### src/rtl/exc_flush_ctrl.sv
// Exception/ERTN flush sequencer beside WB: cancel, CSR commit strobes, stale I-fetch drain, redirect.
// Optional performance counters are enabled by defining EXC_PERF_CNT_EN.
module exc_flush_ctrl #(
  parameter int OUTST_MAX = 4,
  parameter int CNT_W     = 3
) (
  input  logic        clk,
  input  logic        resetn,
  input  logic        wb_valid,
  input  logic [5:0]  wb_exc,
  input  logic        ertn_flush,
  input  logic [31:0] wb_pc,
  input  logic [31:0] wb_fault_vaddr,
  input  logic [31:0] csr_eentry,
  input  logic [31:0] csr_era,
  input  logic        inst_ar_fire,
  input  logic        inst_r_fire,
  output logic        outst_full,
  output logic        inst_r_discard,
  output logic        cancel_exc_ertn,
  output logic        exc_commit,
  output logic [5:0]  exc_ecode,
  output logic [8:0]  exc_esubcode,
  output logic        exc_badv_we,
  output logic [31:0] exc_badv,
  output logic [31:0] exc_era,
  output logic        ertn_commit,
  output logic        fetch_hold,
  output logic        redirect_valid,
  output logic [31:0] redirect_pc,
  input  logic        redirect_ready,
  output logic [31:0] exc_cnt,
  output logic [31:0] flush_cyc_cnt
);

  typedef enum logic [1:0] {
    ST_IDLE     = 2'd0,
    ST_DRAIN    = 2'd1,
    ST_REDIRECT = 2'd2
  } state_e;

  localparam logic [CNT_W-1:0] OUTST_MAX_C = CNT_W'(OUTST_MAX);
  localparam logic [CNT_W-1:0] CNT_ZERO    = {CNT_W{1'b0}};
  localparam logic [CNT_W-1:0] CNT_ONE     = {{(CNT_W-1){1'b0}}, 1'b1};

  state_e           state_q, state_d;
  logic [CNT_W-1:0] outst_q, outst_d;
  logic [CNT_W-1:0] discard_q, discard_d;
  logic [31:0]      redirect_pc_q, redirect_pc_d;

  logic        exc_any_s;
  logic        trigger_s;
  logic [5:0]  ecode_s;
  logic        badv_we_s;
  logic [31:0] badv_s;

  assign exc_any_s = |wb_exc;
  assign trigger_s = resetn & (state_q == ST_IDLE) & wb_valid & (exc_any_s | ertn_flush);

  // Exception priority encoder: INT > ADEF > INE > SYS > BRK > ALE
  always_comb begin
    ecode_s   = 6'h00;
    badv_we_s = 1'b0;
    badv_s    = 32'h0;
    if (wb_exc[0]) begin
      ecode_s = 6'h00;
    end else if (wb_exc[5]) begin
      ecode_s   = 6'h08;
      badv_we_s = 1'b1;
      badv_s    = wb_pc;
    end else if (wb_exc[1]) begin
      ecode_s = 6'h0D;
    end else if (wb_exc[3]) begin
      ecode_s = 6'h0B;
    end else if (wb_exc[2]) begin
      ecode_s = 6'h0C;
    end else if (wb_exc[4]) begin
      ecode_s   = 6'h09;
      badv_we_s = 1'b1;
      badv_s    = wb_fault_vaddr;
    end else begin
      ecode_s = 6'h00;
    end
  end

  // Outstanding instruction-read tracker
  always_comb begin
    outst_d = outst_q;
    case ({inst_ar_fire, inst_r_fire})
      2'b10:   outst_d = (outst_q < OUTST_MAX_C) ? outst_q + CNT_ONE : outst_q;
      2'b01:   outst_d = (outst_q != CNT_ZERO) ? outst_q - CNT_ONE : outst_q;
      default: outst_d = outst_q;
    endcase
  end

  // Flush FSM next state and handshake outputs
  always_comb begin
    state_d         = state_q;
    discard_d       = discard_q;
    redirect_pc_d   = redirect_pc_q;
    cancel_exc_ertn = 1'b0;
    fetch_hold      = 1'b0;
    inst_r_discard  = 1'b0;
    redirect_valid  = 1'b0;
    case (state_q)
      ST_IDLE: begin
        if (trigger_s) begin
          cancel_exc_ertn = 1'b1;
          redirect_pc_d   = exc_any_s ? csr_eentry : csr_era;
          // An AR accepted this cycle is already stale; an R beat this cycle is consumed.
          discard_d       = outst_d;
          state_d         = (outst_d != CNT_ZERO) ? ST_DRAIN : ST_REDIRECT;
        end else begin
          state_d = ST_IDLE;
        end
      end
      ST_DRAIN: begin
        cancel_exc_ertn = 1'b1;
        fetch_hold      = 1'b1;
        inst_r_discard  = 1'b1;
        if (inst_r_fire) begin
          discard_d = (discard_q != CNT_ZERO) ? discard_q - CNT_ONE : CNT_ZERO;
          state_d   = (discard_q <= CNT_ONE) ? ST_REDIRECT : ST_DRAIN;
        end else begin
          state_d = ST_DRAIN;
        end
      end
      ST_REDIRECT: begin
        cancel_exc_ertn = 1'b1;
        fetch_hold      = 1'b1;
        redirect_valid  = 1'b1;
        if (redirect_ready) begin
          state_d = ST_IDLE;
        end else begin
          state_d = ST_REDIRECT;
        end
      end
      default: begin
        state_d = ST_IDLE;
      end
    endcase
  end

  // State and tracker registers
  always_ff @(posedge clk) begin
    if (!resetn) begin
      state_q       <= ST_IDLE;
      outst_q       <= CNT_ZERO;
      discard_q     <= CNT_ZERO;
      redirect_pc_q <= 32'h0;
    end else begin
      state_q       <= state_d;
      outst_q       <= outst_d;
      discard_q     <= discard_d;
      redirect_pc_q <= redirect_pc_d;
    end
  end

  assign outst_full   = (outst_q == OUTST_MAX_C);
  assign redirect_pc  = redirect_pc_q;
  assign exc_commit   = trigger_s & exc_any_s;
  assign ertn_commit  = trigger_s & ~exc_any_s;
  assign exc_ecode    = exc_commit ? ecode_s : 6'h00;
  assign exc_esubcode = 9'h000;
  assign exc_badv_we  = exc_commit & badv_we_s;
  assign exc_badv     = exc_commit ? badv_s : 32'h0;
  assign exc_era      = exc_commit ? wb_pc : 32'h0;

`ifdef EXC_PERF_CNT_EN
  logic [31:0] exc_cnt_q, exc_cnt_d;
  logic [31:0] flush_cyc_cnt_q, flush_cyc_cnt_d;

  // Performance counter next values
  always_comb begin
    exc_cnt_d       = exc_commit ? exc_cnt_q + 32'd1 : exc_cnt_q;
    flush_cyc_cnt_d = (state_q != ST_IDLE) ? flush_cyc_cnt_q + 32'd1 : flush_cyc_cnt_q;
  end

  // Performance counter registers
  always_ff @(posedge clk) begin
    if (!resetn) begin
      exc_cnt_q       <= 32'h0;
      flush_cyc_cnt_q <= 32'h0;
    end else begin
      exc_cnt_q       <= exc_cnt_d;
      flush_cyc_cnt_q <= flush_cyc_cnt_d;
    end
  end

  assign exc_cnt       = exc_cnt_q;
  assign flush_cyc_cnt = flush_cyc_cnt_q;
`else
  assign exc_cnt       = 32'h0;
  assign flush_cyc_cnt = 32'h0;
`endif

endmodule
### config.mk
export PLATFORM = sky130hd
export DESIGN_NAME = exc_flush_ctrl
export DESIGN_NICKNAME = d
export VERILOG_FILES = /design/src/rtl/exc_flush_ctrl.sv
export SDC_FILE = /design/constraint.sdc
export NUM_CORES = 1
export LEC_CHECK = 0
export BUFFER_PORTS_ARGS = -buffer_cell sky130_fd_sc_hd__clkbuf_2
export CORE_AREA = 2 2 125 127
export DETAILED_ROUTE_END_ITERATION = 16
export DIE_AREA = 0 0 127 129
export PLACE_DENSITY_LB_ADDON = 0.1
export SLEW_MARGIN = 20
export SYNTH_ARGS = -nofsm -noshare
export SYNTH_HDL_FRONTEND = slang
export SYNTH_SLANG_ARGS = --single-unit
### constraint.sdc
create_clock -name clk -period 1.7 [get_ports clk]
set_clock_uncertainty 0.1 [all_clocks]
set_input_delay 0.085 -clock clk [delete_from_list [all_inputs] [get_ports clk]]
set_output_delay 0.085 -clock clk [all_outputs]
set_load 0.03 [all_outputs]
==> impl_metrics.tcl <==
set metrics [dict create \
    status "complete, but fails checks" \
    violations "setup timing" \
    cp-end-kind "primary output" \
    critPathArrivalTime_ps 1810 \
    worstSetupPathType "reg2out" \
    slew_viol_final 0 \
    yosysWarnings 0 \
    final_cell_mix "clkbuf_2, conb_1, o21ai_0" \
    layout_commonest_cell "clkbuf_2" \
    netlist_instances 475 \
    ant_nets 0 \
    cp_data_required_time_ps 1510 \
    ys.flop_type "dfxtp_1" \
    dr_total_vias 4202 \
    hold_class "in2reg" \
    port_buffers 248 \
    grt_pass1_vias 4098 \
    placed_cell_area_mm2 0.00522 \
    design.core.area_mm2 0.0150 \
    synthTopCellsByArea "dfxtp_1, buf_4, mux2i_1" \
    htree_levels 2 \
    netlist_area_mm2 0.00354 \
    overflow 0 \
    finalCriticalPeriod_ps 1990 \
    grt_pass1_wl_um 21100 \
    grt.total_usage_pct 16.1 \
    rows 45 \
    gp_congestion 0.754 \
    numCtsBuffers 5 \
    tritoncts "done" \
    dp_hpwl_um 10400 \
    cts-root-buf "clkbuf_16" \
    area_growth_pct 92.8 \
    period_share_pct 117 \
    first_pass_iters 4 \
    via_per_inst 4.40 \
    final_cell_area_mm2 0.00683 \
    final-setup-viol-count 92 \
    antenna_found_initial 2 \
    finalHoldViolCount 0 \
    vdd_drop_max_mv 0.437 \
    ys_ff_latch 40 \
    die_h_um 129 \
    power_mw 3.93 \
    rsz0062_at_grt "yes" \
    p_leak_nw 3.20 \
    yosysSeqAreaShare_pct 22.6 \
    setup_ws_ps -292 \
    dpl_worst_slack_ps -163 \
    diodes 0 \
    start_util_pct 23.6 \
    start_kind "flip-flop" \
    yosys.area.top_type "dfxtp_1" \
    clock-sinks 40 \
    fmax_mhz 502 \
    drive_gt1_share_pct 56.5 \
    power_density_mw_per_mm2 576 \
    nets 918 \
    wire_per_inst_um 15.7 \
    clockBufferDepth 2 \
    finalWirelength_um 15000 \
    yosys.area.top_type_share_pct 22.6 \
    clk_latency_ps 280 \
    syn_area_per_cell_um2 7.45 \
    top_level_ports 324 \
    fp.dieW_um 127 \
    path_max_fanout 6 \
    synth_edf_count 0 \
    synthArstFlopShare_pct 0 \
    ys_types 38 \
    drc 0 \
    final_cells 955 \
    path_clk_slew_ps 60 \
    dp.cells 915 \
    drtIter0Drc 133 \
    grt_max_degree 35 \
    dieArea_mm2 0.0164 \
    drv_cap 0 \
]
cell type report:
cell class	instances	area [µm²]
fill	1475	8150
timing repair buffer	320	2790
multi-input combinational	387	2780
sequential	40	806
tap	188	235
clock buffer	5	125
inverter	12	45.0
clock inverter	3	42.5
cells in the mapped netlist (2+ instances only):
| master | number |
|---|---|
| buf_4 | 81 |
| o21ai_0 | 61 |
| nor2_1 | 42 |
| dfxtp_1 | 40 |
| a21oi_1 | 39 |
| and2_1 | 36 |
| nand3b_1 | 32 |
| mux2i_1 | 31 |
| clkbuf_1 | 25 |
| inv_1 | 12 |
| ha_1 | 11 |
| o21ai_1 | 11 |
| nand2_1 | 7 |
| nor2b_1 | 7 |
| nor3_1 | 6 |
| nand2b_1 | 4 |
| nand3_1 | 3 |
| and3_1 | 2 |
| buf_1 | 2 |
| buf_2 | 2 |
| nor3b_1 | 2 |
| o2111ai_1 | 2 |
| o2bb2ai_1 | 2 |
timing repair:
action | 4_1_cts | 5_1_grt
setup buffers | 11 | 9
gates resized for setup | 160 | 118
cloned | 4 | 7
pin swaps | 4 | 9
hold endpoints to repair | 4 | 0
setup endpoints to repair | 75 | 109
hold buffers | 4 | 0
registers in the layout (all words and copies together), names as in the netlist:
signal / count
discard_q: 3
outst_q: 3
redirect_pc: 32
state_q: 2
logic make-up after synthesis:
logic type | synth area share (%)
simple gates | 23.9
compound gates | 19.1
buf+inv | 21.6
flops | 22.6
mux | 8.77
fa+ha+maj | 3.89
other cells | 0.106
stage by stage:
stage | setup TNS [ps] | hold slack [ps] | utilization (%)
after floorplan | -981 | 138 | -
after global placement | -3630 | 284 | 34.8
after global routing | -23990 | 13.6 | 45.6
after CTS | -17390 | 1.21 | 42.1
after detailed placement | -4600 | 292 | 34.8
final | -17040 | 10.1 | 45.6
path summary, 6_finish.rpt:
kind                                  start                           to  slack, ps  cells after the start
setup / recovery      state_q[1]$_SDFF_PN0_                  exc_badv[7]       -290                      7
hold / removal                csr_eentry[2]  redirect_pc[2]$_SDFFE_PN0P_         10                      3
setup reg to reg      state_q[1]$_SDFF_PN0_    discard_q[1]$_SDFFE_PN0P_       -150                     11
hold reg to reg   discard_q[1]$_SDFFE_PN0P_    discard_q[1]$_SDFFE_PN0P_        380                      2
report_power, final:
group	switching (mW)	internal (mW)
logic	1.05	0.735
clock network	0.397	0.690
registers	0.0406	1.01
per-layer routing:
| metal | global-route usage [%] | share of wire [%] | up-vias |
|---|---|---|---|
| met5 | 0 | 0.087 | - |
| met4 | 2.71 | 1.1 | 2 |
| met3 | 3.66 | 6.0 | 20 |
| met2 | 29.3 | 53 | 182 |
| met1 | 19.6 | 40 | 1942 |
| li1 | - | - | 2056 |
critical path, cell delays in order (launching register included):
cell,delay [ps]
dfxtp_2,320
inv_2,70
ha_4,150
nand3_4,70
or3_4,470
clkbuf_16,210
nor2_4,100
buf_8,130
Note: power is estimated with default switching activity, not from simulation.
